## config.mk

```make
export PLATFORM = sky130hd
export DESIGN_NAME = apb_event_irq_ctrl
export DESIGN_NICKNAME = d
export VERILOG_FILES = /design/src/rtl/apb_event_irq_pkg.sv /design/src/rtl/event_line_capture.sv /design/src/rtl/apb_event_irq_ctrl.sv
export SDC_FILE = /design/constraint.sdc
export NUM_CORES = 1
export LEC_CHECK = 0
export BUFFER_PORTS_ARGS = -buffer_cell sky130_fd_sc_hd__buf_4
export CAP_MARGIN = 20
export CORE_ASPECT_RATIO = 2
export CORE_UTILIZATION = 50
export CTS_BUF_LIST = sky130_fd_sc_hd__clkbuf_8
export DETAILED_ROUTE_END_ITERATION = 6
export PLACE_DENSITY = 0.72
export SKIP_LAST_GASP = 1
export SYNTH_ARGS = -nofsm -noshare
export SYNTH_HDL_FRONTEND = slang
export SYNTH_SLANG_ARGS = --single-unit
```

## constraint.sdc

```tcl
create_clock -name HCLK -period 2.15 [get_ports HCLK]
set_input_delay 0.1075 -clock HCLK [delete_from_list [all_inputs] [get_ports HCLK]]
set_output_delay 0.1075 -clock HCLK [all_outputs]
set_load 0.02 [all_outputs]
```

## src/rtl/apb_event_irq_pkg.sv

```systemverilog
// Shared definitions for the APB event/interrupt controller: register
// offsets, sleep FSM state encoding and STATUS field positions.
package apb_event_irq_pkg;

  localparam logic [31:0] OFF_IRQ_MASK    = 32'h00;
  localparam logic [31:0] OFF_IRQ_PENDING = 32'h04;
  localparam logic [31:0] OFF_IRQ_SET     = 32'h08;
  localparam logic [31:0] OFF_EVT_MASK    = 32'h0C;
  localparam logic [31:0] OFF_EVT_PENDING = 32'h10;
  localparam logic [31:0] OFF_LEVEL_MODE  = 32'h14;
  localparam logic [31:0] OFF_SLEEP_CTRL  = 32'h18;
  localparam logic [31:0] OFF_STATUS      = 32'h1C;

  typedef enum logic [1:0] {
    ST_RUN       = 2'd0,
    ST_SLEEP_REQ = 2'd1,
    ST_SLEEP     = 2'd2,
    ST_WAKE      = 2'd3
  } state_t;

  localparam int STATUS_STATE_LSB = 0;
  localparam int STATUS_ID_LSB    = 8;
  localparam int STATUS_IRQ_BIT   = 31;

  // Interrupt ID width; a single line still needs a one-bit ID.
  function automatic int id_width(input int n);
    return (n > 1) ? $clog2(n) : 1;
  endfunction

endpackage

```

## src/rtl/event_line_capture.sv

```systemverilog
// Per-line pending capture: rising-edge or level detect, software set,
// software W1C and hardware (ack) clear. A new capture beats any clear.
module event_line_capture #(
  parameter int WIDTH = 32
) (
  input  logic             clk,
  input  logic             rst,
  input  logic [WIDTH-1:0] line,
  input  logic [WIDTH-1:0] level_mode,
  input  logic [WIDTH-1:0] sw_set,
  input  logic [WIDTH-1:0] sw_clr,
  input  logic [WIDTH-1:0] hw_clr,
  output logic [WIDTH-1:0] pending
);

  logic [WIDTH-1:0] line_q;
  logic [WIDTH-1:0] hit;

  // Level lines capture while high; edge lines only on a 0->1 transition.
  always_comb begin
    hit = (level_mode & line) | (~level_mode & line & ~line_q);
  end

  // Edge history and pending bits; set terms are OR'd after the clear.
  always_ff @(posedge clk) begin
    if (rst) begin
      line_q  <= '0;
      pending <= '0;
    end else begin
      line_q  <= line;
      pending <= (pending & ~(sw_clr | hw_clr)) | hit | sw_set;
    end
  end

endmodule

```

## src/rtl/apb_event_irq_ctrl.sv

```systemverilog
// APB event/interrupt controller: masked, prioritised interrupt request
// with ack handshake, plus a sleep FSM gating core fetch and clock.
//
// state     | meaning
// ----------|-----------------------------------------------------------
// RUN       | core running, fetch and clock enabled
// SLEEP_REQ | fetch stopped, waiting for core to drain outstanding work
// SLEEP     | fetch stopped and core clock gated
// WAKE      | clock restored, fetch re-enabled on the following cycle
module apb_event_irq_ctrl
  import apb_event_irq_pkg::*;
#(
  parameter int APB_ADDR_WIDTH = 12,
  parameter int NUM_LINES      = 32,
  parameter int ID_WIDTH       = id_width(NUM_LINES)
) (
  input  logic                      HCLK,
  input  logic                      HRESET,
  input  logic [APB_ADDR_WIDTH-1:0] PADDR,
  input  logic [31:0]               PWDATA,
  input  logic                      PWRITE,
  input  logic                      PSEL,
  input  logic                      PENABLE,
  output logic [31:0]               PRDATA,
  output logic                      PREADY,
  output logic                      PSLVERR,
  input  logic [NUM_LINES-1:0]      irq_i,
  input  logic [NUM_LINES-1:0]      event_i,
  input  logic                      irq_ack_i,
  input  logic [ID_WIDTH-1:0]       irq_ack_id_i,
  input  logic                      core_busy_i,
  output logic                      irq_o,
  output logic [ID_WIDTH-1:0]       irq_id_o,
  output logic                      fetch_enable_o,
  output logic                      clk_gate_en_o
);

  logic [31:0]          addr;
  logic                 addr_valid;
  logic                 wr;
  logic                 rd;
  logic [NUM_LINES-1:0] wdata;
  logic [NUM_LINES-1:0] irq_mask;
  logic [NUM_LINES-1:0] evt_mask;
  logic [NUM_LINES-1:0] level_mode;
  logic [NUM_LINES-1:0] irq_pend;
  logic [NUM_LINES-1:0] evt_pend;
  logic [NUM_LINES-1:0] irq_set;
  logic [NUM_LINES-1:0] irq_clr;
  logic [NUM_LINES-1:0] evt_clr;
  logic [NUM_LINES-1:0] ack_clr;
  logic [NUM_LINES-1:0] irq_active;
  logic                 hit;
  logic [ID_WIDTH-1:0]  hit_id;
  logic                 wake;
  logic                 sleep_req;
  logic [31:0]          status;
  state_t               state;
  state_t               state_next;

  assign addr   = 32'(PADDR);
  assign wr     = PSEL & PENABLE & PWRITE & addr_valid;
  assign rd     = PSEL & PENABLE & ~PWRITE & addr_valid;
  assign wdata  = PWDATA[NUM_LINES-1:0];
  assign PREADY = 1'b1;

  // Address decode: only the eight word offsets of the map respond.
  always_comb begin
    case (addr)
      OFF_IRQ_MASK, OFF_IRQ_PENDING, OFF_IRQ_SET, OFF_EVT_MASK,
      OFF_EVT_PENDING, OFF_LEVEL_MODE, OFF_SLEEP_CTRL, OFF_STATUS:
        addr_valid = 1'b1;
      default: addr_valid = 1'b0;
    endcase
    PSLVERR = PSEL & PENABLE & ~addr_valid;
  end

  // Write strobes for the pending registers and the sleep request.
  always_comb begin
    irq_set   = (wr && addr == OFF_IRQ_SET)     ? wdata : '0;
    irq_clr   = (wr && addr == OFF_IRQ_PENDING) ? wdata : '0;
    evt_clr   = (wr && addr == OFF_EVT_PENDING) ? wdata : '0;
    sleep_req = wr && addr == OFF_SLEEP_CTRL && PWDATA[0];
  end

  // Configuration registers.
  always_ff @(posedge HCLK) begin
    if (HRESET) begin
      irq_mask   <= '0;
      evt_mask   <= '0;
      level_mode <= '0;
    end else if (wr) begin
      case (addr)
        OFF_IRQ_MASK:   irq_mask   <= wdata;
        OFF_EVT_MASK:   evt_mask   <= wdata;
        OFF_LEVEL_MODE: level_mode <= wdata;
        default: ;
      endcase
    end
  end

  // Ack decode; IDs at or above NUM_LINES match no line and are dropped.
  always_comb begin
    ack_clr = '0;
    for (int i = 0; i < NUM_LINES; i++)
      ack_clr[i] = irq_ack_i && (irq_ack_id_i == i[ID_WIDTH-1:0]);
  end

  event_line_capture #(.WIDTH(NUM_LINES)) u_irq_cap (
    .clk        (HCLK),
    .rst        (HRESET),
    .line       (irq_i),
    .level_mode (level_mode),
    .sw_set     (irq_set),
    .sw_clr     (irq_clr),
    .hw_clr     (ack_clr),
    .pending    (irq_pend)
  );

  event_line_capture #(.WIDTH(NUM_LINES)) u_evt_cap (
    .clk        (HCLK),
    .rst        (HRESET),
    .line       (event_i),
    .level_mode (level_mode),
    .sw_set     ('0),
    .sw_clr     (evt_clr),
    .hw_clr     ('0),
    .pending    (evt_pend)
  );

  // Lowest-index active line wins: scan downward so the last hit sticks.
  always_comb begin
    irq_active = irq_pend & irq_mask;
    hit        = 1'b0;
    hit_id     = '0;
    for (int i = NUM_LINES - 1; i >= 0; i--) begin
      if (irq_active[i]) begin
        hit    = 1'b1;
        hit_id = i[ID_WIDTH-1:0];
      end
    end
    wake = |(evt_pend & evt_mask) | (|irq_active);
  end

  // Registered interrupt request; the ID holds while no line is active.
  always_ff @(posedge HCLK) begin
    if (HRESET) begin
      irq_o    <= 1'b0;
      irq_id_o <= '0;
    end else begin
      irq_o <= hit;
      if (hit) irq_id_o <= hit_id;
    end
  end

  // Sleep FSM state register.
  always_ff @(posedge HCLK) begin
    if (HRESET) state <= ST_RUN;
    else        state <= state_next;
  end

  // Sleep FSM next state; a request made while already woken is dropped.
  always_comb begin
    state_next = state;
    case (state)
      ST_RUN:       if (sleep_req && !wake) state_next = ST_SLEEP_REQ;
      ST_SLEEP_REQ: if (wake) state_next = ST_WAKE;
                    else if (!core_busy_i) state_next = ST_SLEEP;
      ST_SLEEP:     if (wake) state_next = ST_WAKE;
      ST_WAKE:      state_next = ST_RUN;
      default:      state_next = ST_RUN;
    endcase
  end

  // Sleep FSM outputs.
  always_comb begin
    fetch_enable_o = (state == ST_RUN);
    clk_gate_en_o  = (state != ST_SLEEP);
  end

  // Read mux; write-only registers and idle bus read as zero.
  always_comb begin
    status = '0;
    status[STATUS_STATE_LSB +: 2]        = state;
    status[STATUS_ID_LSB +: ID_WIDTH]    = irq_id_o;
    status[STATUS_IRQ_BIT]               = irq_o;
    PRDATA = '0;
    if (rd) begin
      case (addr)
        OFF_IRQ_MASK:    PRDATA = 32'(irq_mask);
        OFF_IRQ_PENDING: PRDATA = 32'(irq_pend);
        OFF_EVT_MASK:    PRDATA = 32'(evt_mask);
        OFF_EVT_PENDING: PRDATA = 32'(evt_pend);
        OFF_LEVEL_MODE:  PRDATA = 32'(level_mode);
        OFF_STATUS:      PRDATA = status;
        default:         PRDATA = '0;
      endcase
    end
  end

endmodule

```

==> results.tsv <==
metric	value	unit
ys_dominant_reg_cell	sky130_fd_sc_hd__dfxtp_1	
cpLargestDelayFamily	simple AND/OR/NAND/NOR gates	
ioPinCount	162	
final_hpwl_from_detailed_placement	28060	µm
multiplexer_fraction_of_the_synthesized_cell_area	0.09618	%
worst_skew_pair.late_latency	0.55	ns
postLayoutSetupSlackWorst	-0.09410	ns
min-delay-start	core_busy_i	
finalClockSkew	0.03912	ns
die_height	206.0	µm
max-slew-margin-rel	52.44	%
cts_tree	built	
compound_cell_area_share_of_the_yosys_netlist	25.79	%
drt_initial_violations	1120	
nFillCells	1547	
power_density	646.0	mW/mm²
worst_r2r_endpoint	state[0]$_SDFFE_PP0P_	
rsz0062_at_grt	true	
pin_count_of_the_biggest_net_entering_global_routing	83	
wire_per_inst	21.64	µm
hold_end	state[0]$_SDFFE_PP0P_	
crit_type	in -> out	
grt_pass1_wl	63740	µm
crit_chain	buf_6, nor4_4, nand3_4, buf_12, nor3b_4, buf_6, clkbuf_16, nand2_1, a21oi_1, a221oi_1, nor2_1, buf_4	
critical_path_arrival	2.14	ns
cap_violations	0	
post_synth_num_cell_types	52	
holdPathStages	4	
critical_path.startpoint_type	input port	
worst_ep_required_time	2.04	ns
power.total	9.634	mW
critPathMostFrequentCell	sky130_fd_sc_hd__buf_6	
clk_pin_slew	0.07	ns
grt_overflow_total	0	
r2r_depth	9	
final_period_minus_worst_setup_slack	2.244	ns
power.ir.vdd_worst	0.5355	mV
most_common_cell_after_layout_fill_and_taps_aside	sky130_fd_sc_hd__nand2_1	
synth-seq-area-share	44.63	%
timing.final.setup_violations	19	
row_count	74	
crit_buf_inv	5	
setup.reg_to_reg.worst_slack	0.06	ns
postSynthRegisterBits	232	
design.final.nets	1788	
cp_peak_stage_delay	0.35	ns
syn-instance-count	1316	
mostFrequentLayoutCells	sky130_fd_sc_hd__nand2_1, sky130_fd_sc_hd__buf_4, sky130_fd_sc_hd__dfxtp_1, sky130_fd_sc_hd__a21oi_1, sky130_fd_sc_hd__dlygate4sd3_1	
initial_core_util	51.09	%
ys_warn_count	0	
area_growth	43.29	%
critical-path-slowest-cell	sky130_fd_sc_hd__nor4_4	
seq_area	0.004646	mm²
die_width	104.0	µm
layout-drive-gt1-share	23.73	%
area_used_by_multi_input_combinational_logic	0.005385	mm²
total_via_count_after_detailed_routing	11870	
synth_top_family_by_area	compound AO/OA/AOI/OAI gates	
grt_antenna_before_repair	0	
fin_hold_ws	0.01588	ns
timing.final.crit_share	104.4	%
core_region_area	0.02037	mm²
maximum_buffer_depth_of_the_clock_tree	3	
synth_xor_area_share	0	%
failed_checks	DRC, setup timing	
crit_path_end_kind	output pin	
drt-pass1-iter-count	7	
remaining_drc_errors	1	
clock_tree.root_cell	sky130_fd_sc_hd__clkbuf_8	
cts_max_level	2	
transition_time_of_the_tightest_slew_check_pin	0.7059	ns
placedInstanceArea	0.01280	mm²
insertedDiodeCount	0	
synthesis.area_per_instance	7.908	µm²
post_synthesis_cell_area	0.01041	mm²
synthSimpleGateAreaFrac	23.82	%
numPortBuffers	160	
first_global_vias	12060	
drt.antenna.violating_nets	0	
drt-vias-per-instance	6.068	
synth_adder_area_share	0.3607	%
crit-reg2reg-launch	irq_mask[19]$_SDFFE_PP0P_	
drv_slew	0	
synth_edf_count	0	
p_leak	5.705	nW
fin_area	0.01491	mm²
synthesis.nets	1439	
final_routed_wirelength	42320	µm
outcome	complete, but fails checks	
synth_async_sr_flop_share	0	%
cts_inserted_buffers	35	
fmax	445.6	MHz
globalRouteTotalUtil	38.37	%
path_max_fanout	7	
hold_viol_final	0	
hold_class	in -> reg	
die-area	0.02143	mm²
gp_congestion	0.9410	
clock_sink_count	232	
## what timing repair did
action                     CTS  global route
hold endpoints to repair   224             0
gates cloned                 0             4
buffers inserted             3             6
hold buffers                97             0
resized for setup           10            29
pin swaps                    4            17
setup endpoints to repair   21            33
## worst register-to-register path: stages, from the launching register on
cell and delay (ns):
sky130_fd_sc_hd__dfxtp_2 0.33, sky130_fd_sc_hd__a22oi_2 0.22, sky130_fd_sc_hd__buf_4 0.15, sky130_fd_sc_hd__nand4_1 0.16, sky130_fd_sc_hd__nor4_2 0.33, sky130_fd_sc_hd__nand3_1 0.13, sky130_fd_sc_hd__buf_6 0.15, sky130_fd_sc_hd__o21ai_2 0.11
sky130_fd_sc_hd__o211ai_1 0.09, sky130_fd_sc_hd__a32o_2 0.28
## worst max path at each step
stage,from,to,slack [ns],depth (start not counted)
after floorplan,PADDR[8],PRDATA[13],0.03,8
after global placement,u_irq_cap.pending[19]$_SDFF_PP0_,state[1]$_SDFFE_PP0P_,-0.11,9
after detailed placement,PADDR[8],u_irq_cap.pending[2]$_SDFF_PP0_,-0.1,11
after CTS,PADDR[11],PRDATA[13],-0.04,12
after global routing,PADDR[8],PRDATA[13],-0.13,12
final,PADDR[8],PRDATA[18],-0.09,12
## synthesized netlist by cell type, types with 2 or more instances
library cell / n / share of area (%)
sky130_fd_sc_hd__a211oi_1: 3 / 0.22
sky130_fd_sc_hd__a21boi_0: 2 / 0.14
sky130_fd_sc_hd__a21oi_1: 140 / 6.7
sky130_fd_sc_hd__a221oi_1: 51 / 4.3
sky130_fd_sc_hd__a22o_1: 7 / 0.59
sky130_fd_sc_hd__a22oi_1: 45 / 3.2
sky130_fd_sc_hd__a31oi_1: 34 / 2.0
sky130_fd_sc_hd__a32o_1: 37 / 3.6
sky130_fd_sc_hd__a32oi_1: 3 / 0.25
sky130_fd_sc_hd__and3_1: 4 / 0.24
sky130_fd_sc_hd__buf_1: 4 / 0.14
sky130_fd_sc_hd__buf_2: 25 / 1.2
sky130_fd_sc_hd__buf_6: 2 / 0.22
sky130_fd_sc_hd__clkbuf_1: 62 / 2.2
sky130_fd_sc_hd__dfxtp_1: 232 / 45
sky130_fd_sc_hd__ha_1: 3 / 0.36
sky130_fd_sc_hd__inv_1: 38 / 1.4
sky130_fd_sc_hd__nand2_1: 352 / 13
sky130_fd_sc_hd__nand2b_1: 35 / 2.1
sky130_fd_sc_hd__nand3_1: 11 / 0.53
sky130_fd_sc_hd__nand4_1: 13 / 0.78
sky130_fd_sc_hd__nor2_1: 41 / 1.5
sky130_fd_sc_hd__nor2b_1: 69 / 4.1
sky130_fd_sc_hd__nor3_1: 6 / 0.29
sky130_fd_sc_hd__nor4_1: 2 / 0.12
sky130_fd_sc_hd__nor4_2: 2 / 0.24
sky130_fd_sc_hd__o211ai_1: 34 / 2.5
sky130_fd_sc_hd__o21ai_0: 34 / 1.6
sky130_fd_sc_hd__or3_1: 2 / 0.12
## through the flow
stage	TNS (ns)	util (%)	cells	setup WS [ns]
floorplan	0	-	1316	0.03384
CTS	-0.1196	71.70	1946	-0.04083
detailed placement	-2.610	62.83	1784	-0.09619
global placement	-0.8602	62.83	1784	-0.1116
finish	-0.6205	73.21	1956	-0.09410
global route	-3.082	73.21	1956	-0.1345
## sequential cells by signal (all words and copies together), names as in the netlist, 2 cells and up
name,count
u_evt_cap.line_q,32
irq_mask,32
evt_mask,32
level_mode,32
u_irq_cap.pending,32
u_evt_cap.pending,32
u_irq_cap.line_q,32
irq_id_o,5
state,2
## per-layer routing
metal,share of wire [%],vias to the layer above,track usage [%],wire length (µm)
met5,0,-,0,0
met2,51,764,69.21,21410
li1,-,5343,-,-
met4,8.7,0,31.73,3676
met1,33,5496,38.75,13940
met3,7.8,266,6.118,3296
## power breakdown
group,switching (mW),internal (mW)
logic,0.467,0.497
registers,0.143,4.47
clock network,1.82,2.24
## layout make-up
cell class | instances | area share (%)
clock buffers | 41 | 3.784
clock inverters | 21 | 1.359
inverters | 39 | 0.9816
multi-input cells | 951 | 36.11
flip-flops and latches | 232 | 31.15
well taps | 266 | 2.232
repair buffers | 406 | 24.38
## cells by family (layout without fill, tap and decap cells)
logic type      after synthesis  in the layout
mux                           1              1
other cells                   1              1
flops                       232            232
compound gates              398            398
simple gates                548            548
buf+inv                     133            507
fa+ha+maj                     3              3
Note: power is estimated with default switching activity, not from simulation.
